==> config.mk <==
export PLATFORM = sky130hd
export DESIGN_NAME = seg_scan_ctrl
export DESIGN_NICKNAME = d
export VERILOG_FILES = /design/src/rtl/seg_scan_ctrl.sv
export SDC_FILE = /design/constraint.sdc
export NUM_CORES = 1
export LEC_CHECK = 0
export BUFFER_PORTS_ARGS = -buffer_cell sky130_fd_sc_hd__clkbuf_2
export CORE_MARGIN = 1.5
export CORE_UTILIZATION = 55
export CTS_CLUSTER_SIZE = 20
export DETAILED_ROUTE_END_ITERATION = 10
export GPL_ROUTABILITY_DRIVEN = 0
export PLACE_DENSITY_LB_ADDON = 0.3
export REMOVE_ABC_BUFFERS = 1
export SYNTH_ARGS = -nofsm -noshare
export SYNTH_HDL_FRONTEND = slang
export SYNTH_SLANG_ARGS = --single-unit
==> constraint.sdc <==
create_clock -name clk -period 4.6 [get_ports clk]
set_input_delay 0.46 -clock clk [delete_from_list [all_inputs] [get_ports clk]]
set_output_delay 0.46 -clock clk [all_outputs]
set_load 0.1 [all_outputs]
==> src/rtl/seg_scan_ctrl.sv <==
// ============================================================================
// Module  : seg_scan_ctrl
// Brief   : Time-multiplexed seven-segment scan controller with per-slot
//           blanking, hex decode and frame-boundary double buffering.
// Rev     : 1.0  initial release
// ============================================================================
`default_nettype none

module seg_scan_ctrl #(
  parameter int NDIG      = 4,
  parameter int TICK_DIV  = 50000,
  parameter int BLANK_CYC = 8
) (
  input  logic                clk,
  input  logic                arst,
  input  logic                en,
  input  logic                load,
  input  logic [4*NDIG-1:0]   digits_in,
  input  logic [NDIG-1:0]     dp_in,
  input  logic [NDIG-1:0]     dig_mask,
  output logic [NDIG-1:0]     anode,
  output logic [6:0]          seg,
  output logic                dp_n,
  output logic                frame_done
);

  localparam int c_cnt_w = (TICK_DIV > 1) ? $clog2(TICK_DIV) : 1;
  localparam int c_idx_w = (NDIG > 1) ? $clog2(NDIG) : 1;

  localparam logic [c_cnt_w-1:0] c_cnt_last  = c_cnt_w'(TICK_DIV - 1);
  localparam logic [c_cnt_w-1:0] c_blank_last = c_cnt_w'((BLANK_CYC > 0) ? BLANK_CYC - 1 : 0);
  localparam logic [c_cnt_w-1:0] c_cnt_one   = c_cnt_w'(1);
  localparam logic [c_idx_w-1:0] c_idx_last  = c_idx_w'(NDIG - 1);
  localparam logic [c_idx_w-1:0] c_idx_one   = c_idx_w'(1);
  localparam logic [6:0]         c_seg_off   = 7'h7F;

  typedef enum logic [1:0] {
    S_IDLE  = 2'd0,
    S_BLANK = 2'd1,
    S_DRIVE = 2'd2
  } state_t;

  // With no blanking interval every slot starts directly in DRIVE.
  localparam state_t c_slot_start = (BLANK_CYC > 0) ? S_BLANK : S_DRIVE;

  function automatic logic [6:0] f_hex7(input logic [3:0] nib);
    logic [6:0] s;
    case (nib)
      4'h0:    s = 7'h40;
      4'h1:    s = 7'h79;
      4'h2:    s = 7'h24;
      4'h3:    s = 7'h30;
      4'h4:    s = 7'h19;
      4'h5:    s = 7'h12;
      4'h6:    s = 7'h02;
      4'h7:    s = 7'h78;
      4'h8:    s = 7'h00;
      4'h9:    s = 7'h10;
      4'hA:    s = 7'h08;
      4'hB:    s = 7'h03;
      4'hC:    s = 7'h46;
      4'hD:    s = 7'h21;
      4'hE:    s = 7'h06;
      default: s = 7'h0E;
    endcase
    return s;
  endfunction

  state_t               r_state;
  state_t               w_state_nxt;
  logic [c_cnt_w-1:0]   r_cnt;
  logic [c_cnt_w-1:0]   w_cnt_nxt;
  logic [c_idx_w-1:0]   r_idx;
  logic [c_idx_w-1:0]   w_idx_nxt;
  logic                 w_frame_end;
  logic                 w_swap;

  logic [4*NDIG-1:0]    r_pend_dig;
  logic [NDIG-1:0]      r_pend_dp;
  logic                 r_pend_v;
  logic [4*NDIG-1:0]    r_shd_dig;
  logic [NDIG-1:0]      r_shd_dp;
  logic [4*NDIG-1:0]    w_shd_dig_nxt;
  logic [NDIG-1:0]      w_shd_dp_nxt;

  logic [3:0]           w_nib;
  logic                 w_dp;
  logic                 w_msk;
  logic [NDIG-1:0]      w_an_sel;

  logic [NDIG-1:0]      r_anode;
  logic [6:0]           r_seg;
  logic                 r_dp_n;

  always_ff @(posedge clk) begin
    if (arst) begin
      r_state <= S_IDLE;
      r_cnt   <= '0;
      r_idx   <= '0;
    end else begin
      r_state <= w_state_nxt;
      r_cnt   <= w_cnt_nxt;
      r_idx   <= w_idx_nxt;
    end
  end

  always_comb begin
    w_state_nxt = r_state;
    w_cnt_nxt   = r_cnt;
    w_idx_nxt   = r_idx;
    w_frame_end = 1'b0;
    w_swap      = 1'b0;
    if (!en) begin
      w_state_nxt = S_IDLE;
      w_cnt_nxt   = '0;
      w_idx_nxt   = '0;
    end else begin
      case (r_state)
        S_IDLE: begin
          w_state_nxt = c_slot_start;
          w_cnt_nxt   = '0;
          w_idx_nxt   = '0;
          w_swap      = 1'b1;
        end
        S_BLANK: begin
          w_cnt_nxt = r_cnt + c_cnt_one;
          if (r_cnt == c_blank_last) begin
            w_state_nxt = S_DRIVE;
          end
        end
        S_DRIVE: begin
          if (r_cnt == c_cnt_last) begin
            w_cnt_nxt   = '0;
            w_state_nxt = c_slot_start;
            if (r_idx == c_idx_last) begin
              w_idx_nxt   = '0;
              w_frame_end = 1'b1;
              w_swap      = 1'b1;
            end else begin
              w_idx_nxt = r_idx + c_idx_one;
            end
          end else begin
            w_cnt_nxt = r_cnt + c_cnt_one;
          end
        end
        default: begin
          w_state_nxt = S_IDLE;
          w_cnt_nxt   = '0;
          w_idx_nxt   = '0;
        end
      endcase
    end
  end

  // A load landing on a swap edge bypasses the pending buffer entirely.
  always_comb begin
    w_shd_dig_nxt = r_shd_dig;
    w_shd_dp_nxt  = r_shd_dp;
    if (w_swap) begin
      if (load) begin
        w_shd_dig_nxt = digits_in;
        w_shd_dp_nxt  = dp_in;
      end else if (r_pend_v) begin
        w_shd_dig_nxt = r_pend_dig;
        w_shd_dp_nxt  = r_pend_dp;
      end
    end
  end

  always_ff @(posedge clk) begin
    if (arst) begin
      r_pend_dig <= '0;
      r_pend_dp  <= '0;
      r_pend_v   <= 1'b0;
      r_shd_dig  <= '0;
      r_shd_dp   <= '0;
    end else begin
      if (load) begin
        r_pend_dig <= digits_in;
        r_pend_dp  <= dp_in;
      end
      if (w_swap) begin
        r_pend_v <= 1'b0;
      end else if (load) begin
        r_pend_v <= 1'b1;
      end
      r_shd_dig <= w_shd_dig_nxt;
      r_shd_dp  <= w_shd_dp_nxt;
    end
  end

  // Outputs are registered from next-state values so they track the FSM edge.
  always_comb begin
    w_nib    = '0;
    w_dp     = 1'b0;
    w_msk    = 1'b0;
    w_an_sel = '1;
    for (int i = 0; i < NDIG; i++) begin
      if (w_idx_nxt == c_idx_w'(i)) begin
        w_nib       = w_shd_dig_nxt[4*i +: 4];
        w_dp        = w_shd_dp_nxt[i];
        w_msk       = dig_mask[i];
        w_an_sel[i] = 1'b0;
      end
    end
  end

  always_ff @(posedge clk) begin
    if (arst) begin
      r_anode <= '1;
      r_seg   <= c_seg_off;
      r_dp_n  <= 1'b1;
    end else if ((w_state_nxt == S_DRIVE) && w_msk) begin
      r_anode <= w_an_sel;
      r_seg   <= f_hex7(w_nib);
      r_dp_n  <= ~w_dp;
    end else begin
      r_anode <= '1;
      r_seg   <= c_seg_off;
      r_dp_n  <= 1'b1;
    end
  end

  assign anode      = r_anode;
  assign seg        = r_seg;
  assign dp_n       = r_dp_n;
  assign frame_done = w_frame_end & ~arst;

endmodule

`default_nettype wire

-- After elaboration in Yosys (flattened, before gate mapping)
Memories as Yosys holds them, arrays and structs flattened. A register that Yosys moved wholly into a read port is not among the register bits.
Index checks and enable logic that the tools add are counted.
W data, S select, Z words.
- register bits: 66
- bits in read-only memories: 112
- bits of input ports: 28
- output and inout bits: 13
- word-level logic and storage cells: 71
- memories: 1
- memories (memory ; depth ; width ; rd ports ; clocked after memory_dff ; write ports ; RTL line ; text):
    (name not given) ; 16 ; 7 ; 1 ; 1 ; 0 ; 48 ; case (nib)
- $add $sub $neg: 2
- equality and inequality tests: 9
- multiplexer cells: 38
- bitwise operators: 5
- reductions and logical operators: 6
- operator list (cell ; number):
    $mux W16 ; 4
    $pmux W16 S2 ; 1
    $mux W4 ; 7
    $mux W1 ; 17
    $add A16 B1 Y16 const B ; 1
    $eq A16 B16 Y1 const B ; 1
    $eq A16 B3 Y1 const B ; 1
    $mux W2 ; 6
    $eq A2 B2 Y1 const B ; 5
    $pmux W2 S3 ; 1
    $reduce_or A2 Y1 ; 3
    $eq A2 B1 Y1 const B ; 2
    $logic_not A2 Y1 ; 2
    $not A1 Y1 ; 4
    $pmux W2 S2 ; 1
    $add A2 B1 Y2 const B ; 1
    $pmux W1 S2 ; 1
    $and A1 B1 Y1 ; 1
    $logic_and A1 B1 Y1 ; 1

-- Longest topological paths before layout
- depth after elaboration: 13
- depth in mapped cells: 15
- gate-level depth less buffers: 14

-- Worst setup path before layout
OpenSTA, ideal clock, no wires.
- kind: register to output
- start: reg r_cnt[7]
- end: out frame_done
- arrival: 3594 ps
- data required time: 4140 ps
- setup slack: 546 ps
- cell stages (with the launch flop): 5
- buffers on the path: 1
- path through: dfxtp_1 > or4_4 > buf_6 > or4_1 > nor3_1
- longest elaborated chain between the ends: 5
- RTL lines (element ; RTL line ; text):
    from (decl) ; 71 ; logic [c_cnt_w-1:0] r_cnt;
    from (signal assigned) ; 102 ; r_cnt <= w_cnt_nxt;
    $eq A16 B16 Y1 ; 132 ; if (r_cnt == c_cnt_last) begin
    $mux W1 ; 132 ;
    $mux W1 ; 118 ; case (r_state)
    $mux W1 ; 113 ; if (!en) begin
    $and A1 B1 Y1 ; 227 ; assign frame_done = w_frame_end & ~arst;
    to (decl) ; 24 ; output logic frame_done
Every way passes these cells.

-- Worst setup path after layout
- start: reg r_cnt[7]
- end: reg r_seg[1] (netlist: seg[1])
- longest elaborated chain between the ends: 12
- elaborated cells between the ends (all ways): 29
- classes of those cells: eq/ne: 6; mux: 19; bitwise: 1; reduce/logical: 3
- RTL lines (element ; RTL line ; text):
    $eq A16 B16 Y1 ; 132 ;
    $mux W2 ; 132 ;
    $pmux W2 S2 ; 118 ;
    $mux W2 ; 113 ;
    $logic_not A2 Y1 ; 199 ; if (w_idx_nxt == c_idx_w'(i)) begin
    $mux W1 (4 in a row) ; 199 ;
    $logic_and A1 B1 Y1 ; 213 ; end else if ((w_state_nxt == S_DRIVE) && w_msk) begin
    $not A1 Y1 (no line) ; n/a ;
    $reduce_or A2 Y1 (no line) ; n/a ;
    to (decl) ; 92 ; logic [6:0] r_seg;
Parallel ways exist; a longest one is shown, timed or not.
A chain may end at the register's enable or synchronous reset.

==> key figures <==
STA
  – Final hold slack: 287 ps
  – Worst clock skew: 8.32 ps
  – Final Hold Fails: 0
  – Final setup fails: 0
  – Slew Limit Fails: 0
  – Min cycle time layout: 4010 ps
  – Relative slew slack: 54.7%
  – Slew @ Worst Pin: 673 ps
  – Tcrit/Tclk final: 87.1%
  – Peak Freq: 0.250 GHz
  – Worst Slack Setup Final: roughly 590 ps
  – RSZ-0062 raised after global routing: false
  – Fin Setup TNS: 0 ps

Clock tree
  – Cts hold-fix bufs: 0
  – CTS H-Tree Depth: 3
  – CTS buffer count: 9
  – Deepest clock path buffer count: 2
  – Clock Sink Count: 73
  – Clock root buffer: clkbuf_8
  – Post-CTS resize count: 0
  – Worst skew pair latency: 350 ps
  – CTS tree: done
  – Clock Pin Slew Worst Setup and Hold Paths: 70 ps
  – Postcts setup bufs: 0

Setup path
  – Setup crit end kind: flip-flop
  – Critical path, cell by cell: or4_4 -> or4_4 -> a211o_4 -> nand2_4 -> mux2_1 -> o211ai_1 -> a21oi_1 -> inv_1 -> ha_1 -> inv_1 -> a21oi_1 -> a311o_1
  – Slowest Stage Delay on Critical Path: 660 ps
  – CP Max Fanout: 18
  – Worst setup SP type: flip-flop
  – Critical Path Slowest Stage Cell: or4_4
  – Critical path required time: 4840 ps
  – Worst endpoint data arrival time: 4250 ps
  – WS Path Type: reg -> reg

Floorplan
  – Core Region: 6870 um^2
  – Rows: 30
  – Full die area: 7670 um^2
  – # IOs: 41
  – Die X-Extent: 87.6 um
  – Initial Util: 57.3%
  – Height of the die: roughly 88 um

Hold path
  – Worst min-delay path class: in -> reg

Power and ir drop
  – Cell Pwr Density: 312 nW/um^2
  – NetSw: 0.357 mW
  – Design Power: ~1.4 mW
  – Leak: approximately 1.7 nW
  – Sequential power share: about half
  – Clk pwr share: 37.8%
  – VDD IR-drop max: 0.000197 V
  – Switching share of total power: 26.1%
  – Pint: between 1 and 1.5 mW
  – Power share of the combinational group: between 10% and 20%

Global routing
  – Largest net degree at the start of global routing: 47
  – Met3 Usage GRT: 4.24%
  – Vias in the first global route: about 3100
  – Wire length of the first global-routing pass: 14.8 mm
  – Initial antenna violation count: 0
  – Top Usage Layer GRT: met2
  – Met2 Usage GRT: between 30% and 40%
  – GRT met1 Usage: approximately 34%
  – Gr ovfl total: 0
  – Total Routing Usage GR: 24.8%

Finish
  – Filler cell count: 600
  – Number of nets in the layout: a little over 500
  – Share of layout cells above drive strength 1: about 18%
  – Area delta synth->final: 11.0%
  – Antenna diodes: 0
  – Fin util: 63.6%

Logic synthesis
  – Dominant synthesized flop cell: dfxtp_1
  – Syn. warnings: 0
  – Synth cell types: 72
  – Sequential element share of the synthesized area: between 30% and 40%
  – Async set or reset register ratio after synthesis: 0%
  – Synthesized area per cell: ~9.1 um^2
  – Synth top area cells: dfxtp_1 37%, mux2i_1 7.1%, nor2_1 6.0%
  – Flops & latches, synth: 73
  – Post-synth top area share: 37.2%
  – Synth area leader: dfxtp_1
  – Number of synthesized flops with an enable pin: 0
  – Syn Inst Count: ~430
  – Synthesized cell area: 3930 um^2

Drt
  – Drt pass-1 iters: 5
  – WL final: 9.02 mm
  – Initial drt markers: 202
  – DR WL/cell: between 15 and 20 um
  – ANT nets after route: 0
  – DRC violations left: 0
  – Vias per cell: 5.98
  – Via count: 3366

Placed design
  – DP Worst Slack: roughly 650 ps
  – I/O Buffers: 40
  – DP Wirelength: 6.36 mm

Job
  – Max-Cap Viols: 0

Run status
  – Status: finished, final reports clean
worst max-delay path: cells and delay by family, from the launching register on:
kind,cells,cell delay (ps)
AO/OA/AOI/OAI,5,1170
adder cells (fa/ha/maj),1,250
buffers and inverters,2,250
flip-flops,1,370
multiplexers,1,350
AND/OR/NAND/NOR,3,1480
power groups by stage:
stage | Combinational [mW] | Clock, mW | Sequential [mW]
final | 0.180 | 0.516 | 0.668
after global placement | 0.171 | 0 | 0.681
after global routing | 0.198 | 0.549 | 0.670
after CTS | 0.178 | 0.520 | 0.667
after detailed placement | 0.177 | 0 | 0.682
after floorplan | 0.120 | 0 | 0.678
layer usage:
| layer | wire length, um | share of wire, % | vias up |
|---|---|---|---|
| met2 | 4140 | 46 | 94 |
| met4 | 162 | 1.8 | 0 |
| met3 | 370 | 4.1 | 16 |
| met1 | 4340 | 48 | 1603 |
| li1 | - | - | 1653 |
| met5 | 0 | 0 | - |
flip-flops by register name (all words and copies together), names as in the netlist:
signal	cells
r_state	2
r_cnt	16
r_shd_dp	4
r_pend_v	1
anode	4
seg	7
dp_n	1
r_pend_dp	4
r_pend_dig	16
r_idx	2
r_shd_dig	16
worst paths after layout:
check,to,start,cells past startpoint,slack (ps)
worst max register to register,seg[1],r_cnt[7],12,590
worst max-delay path,seg[1],r_cnt[7],12,590
worst min register to register,r_cnt[0],r_cnt[0],1,460
worst min-delay path,anode[0],dig_mask[0],2,290
placed cells by master (no fill, tap or decap), types with 3 or more instances in the layout:
cell type / count
clkbuf_8: 11
nor4_1: 4
xor2_1: 7
a211oi_4: 3
dfxtp_1: 73
nand3_1: 20
nand2b_1: 3
a32oi_1: 4
o221ai_1: 3
nor2_1: 63
a21oi_1: 15
o21ai_0: 5
a211oi_1: 8
mux2i_1: 28
xnor2_1: 6
inv_1: 7
buf_4: 5
and3_1: 10
nor2b_1: 11
o211ai_1: 6
nand4_1: 15
nand2_1: 18
and2_1: 8
or4_1: 3
nor3_1: 6
or3_1: 4
ha_1: 12
clkbuf_2: 40
mux2_2: 7
through the flow:
step	cell area, um^2	std cells
6_report	4370	563
5_1_grt	4370	563
4_1_cts	4370	563
3_5_place_dp	4170	548
3_3_place_gp	4170	548
2_1_floorplan	3810	407
cell families (layout without fill, tap and decap cells):
family / count (synthesis) / in the layout / share of synthesized area [%]
adder cells (fa/ha/maj): 12 / 12 / 3.82
buffers and inverters: 32 / 67 / 3.78
multiplexers: 37 / 37 / 9.80
flip-flops: 73 / 73 / 37.2
AND/OR/NAND/NOR: 178 / 178 / 24.0
AO/OA/AOI/OAI: 87 / 87 / 18.5
XOR/XNOR: 13 / 13 / 2.89
final cells by class:
| class | count | area (um^2) | share of cell area (%) |
|---|---|---|---|
| Multi-Input combinational cell | 327 | 2320 | 53.2 |
| Inverter | 7 | 26.3 | 0.602 |
| Sequential cell | 73 | 1460 | 33.5 |
| Tap cell | 96 | 120 | 2.75 |
| Timing Repair Buffer | 45 | 238 | 5.45 |
| Clock inverter | 2 | 37.5 | 0.860 |
| Clock buffer | 13 | 159 | 3.64 |
Yosys cell counts (3+ instances only):
| master | count |
|---|---|
| a32oi_1 | 4 |
| nor2_1 | 63 |
| nand3_1 | 20 |
| mux2_2 | 7 |
| dfxtp_1 | 73 |
| and3_1 | 10 |
| nand4_1 | 15 |
| nand2_1 | 18 |
| o211ai_1 | 6 |
| o221ai_1 | 3 |
| a211oi_4 | 3 |
| nor2b_1 | 11 |
| or4_1 | 3 |
| xor2_1 | 7 |
| ha_1 | 12 |
| and2_1 | 8 |
| nor4_1 | 4 |
| inv_1 | 7 |
| clkbuf_1 | 18 |
| a211oi_1 | 8 |
| xnor2_1 | 6 |
| or3_1 | 4 |
| a21oi_1 | 15 |
| nand2b_1 | 3 |
| nor3_1 | 6 |
| mux2i_1 | 28 |
| o21ai_0 | 5 |
(Power assumes the default switching activity.)
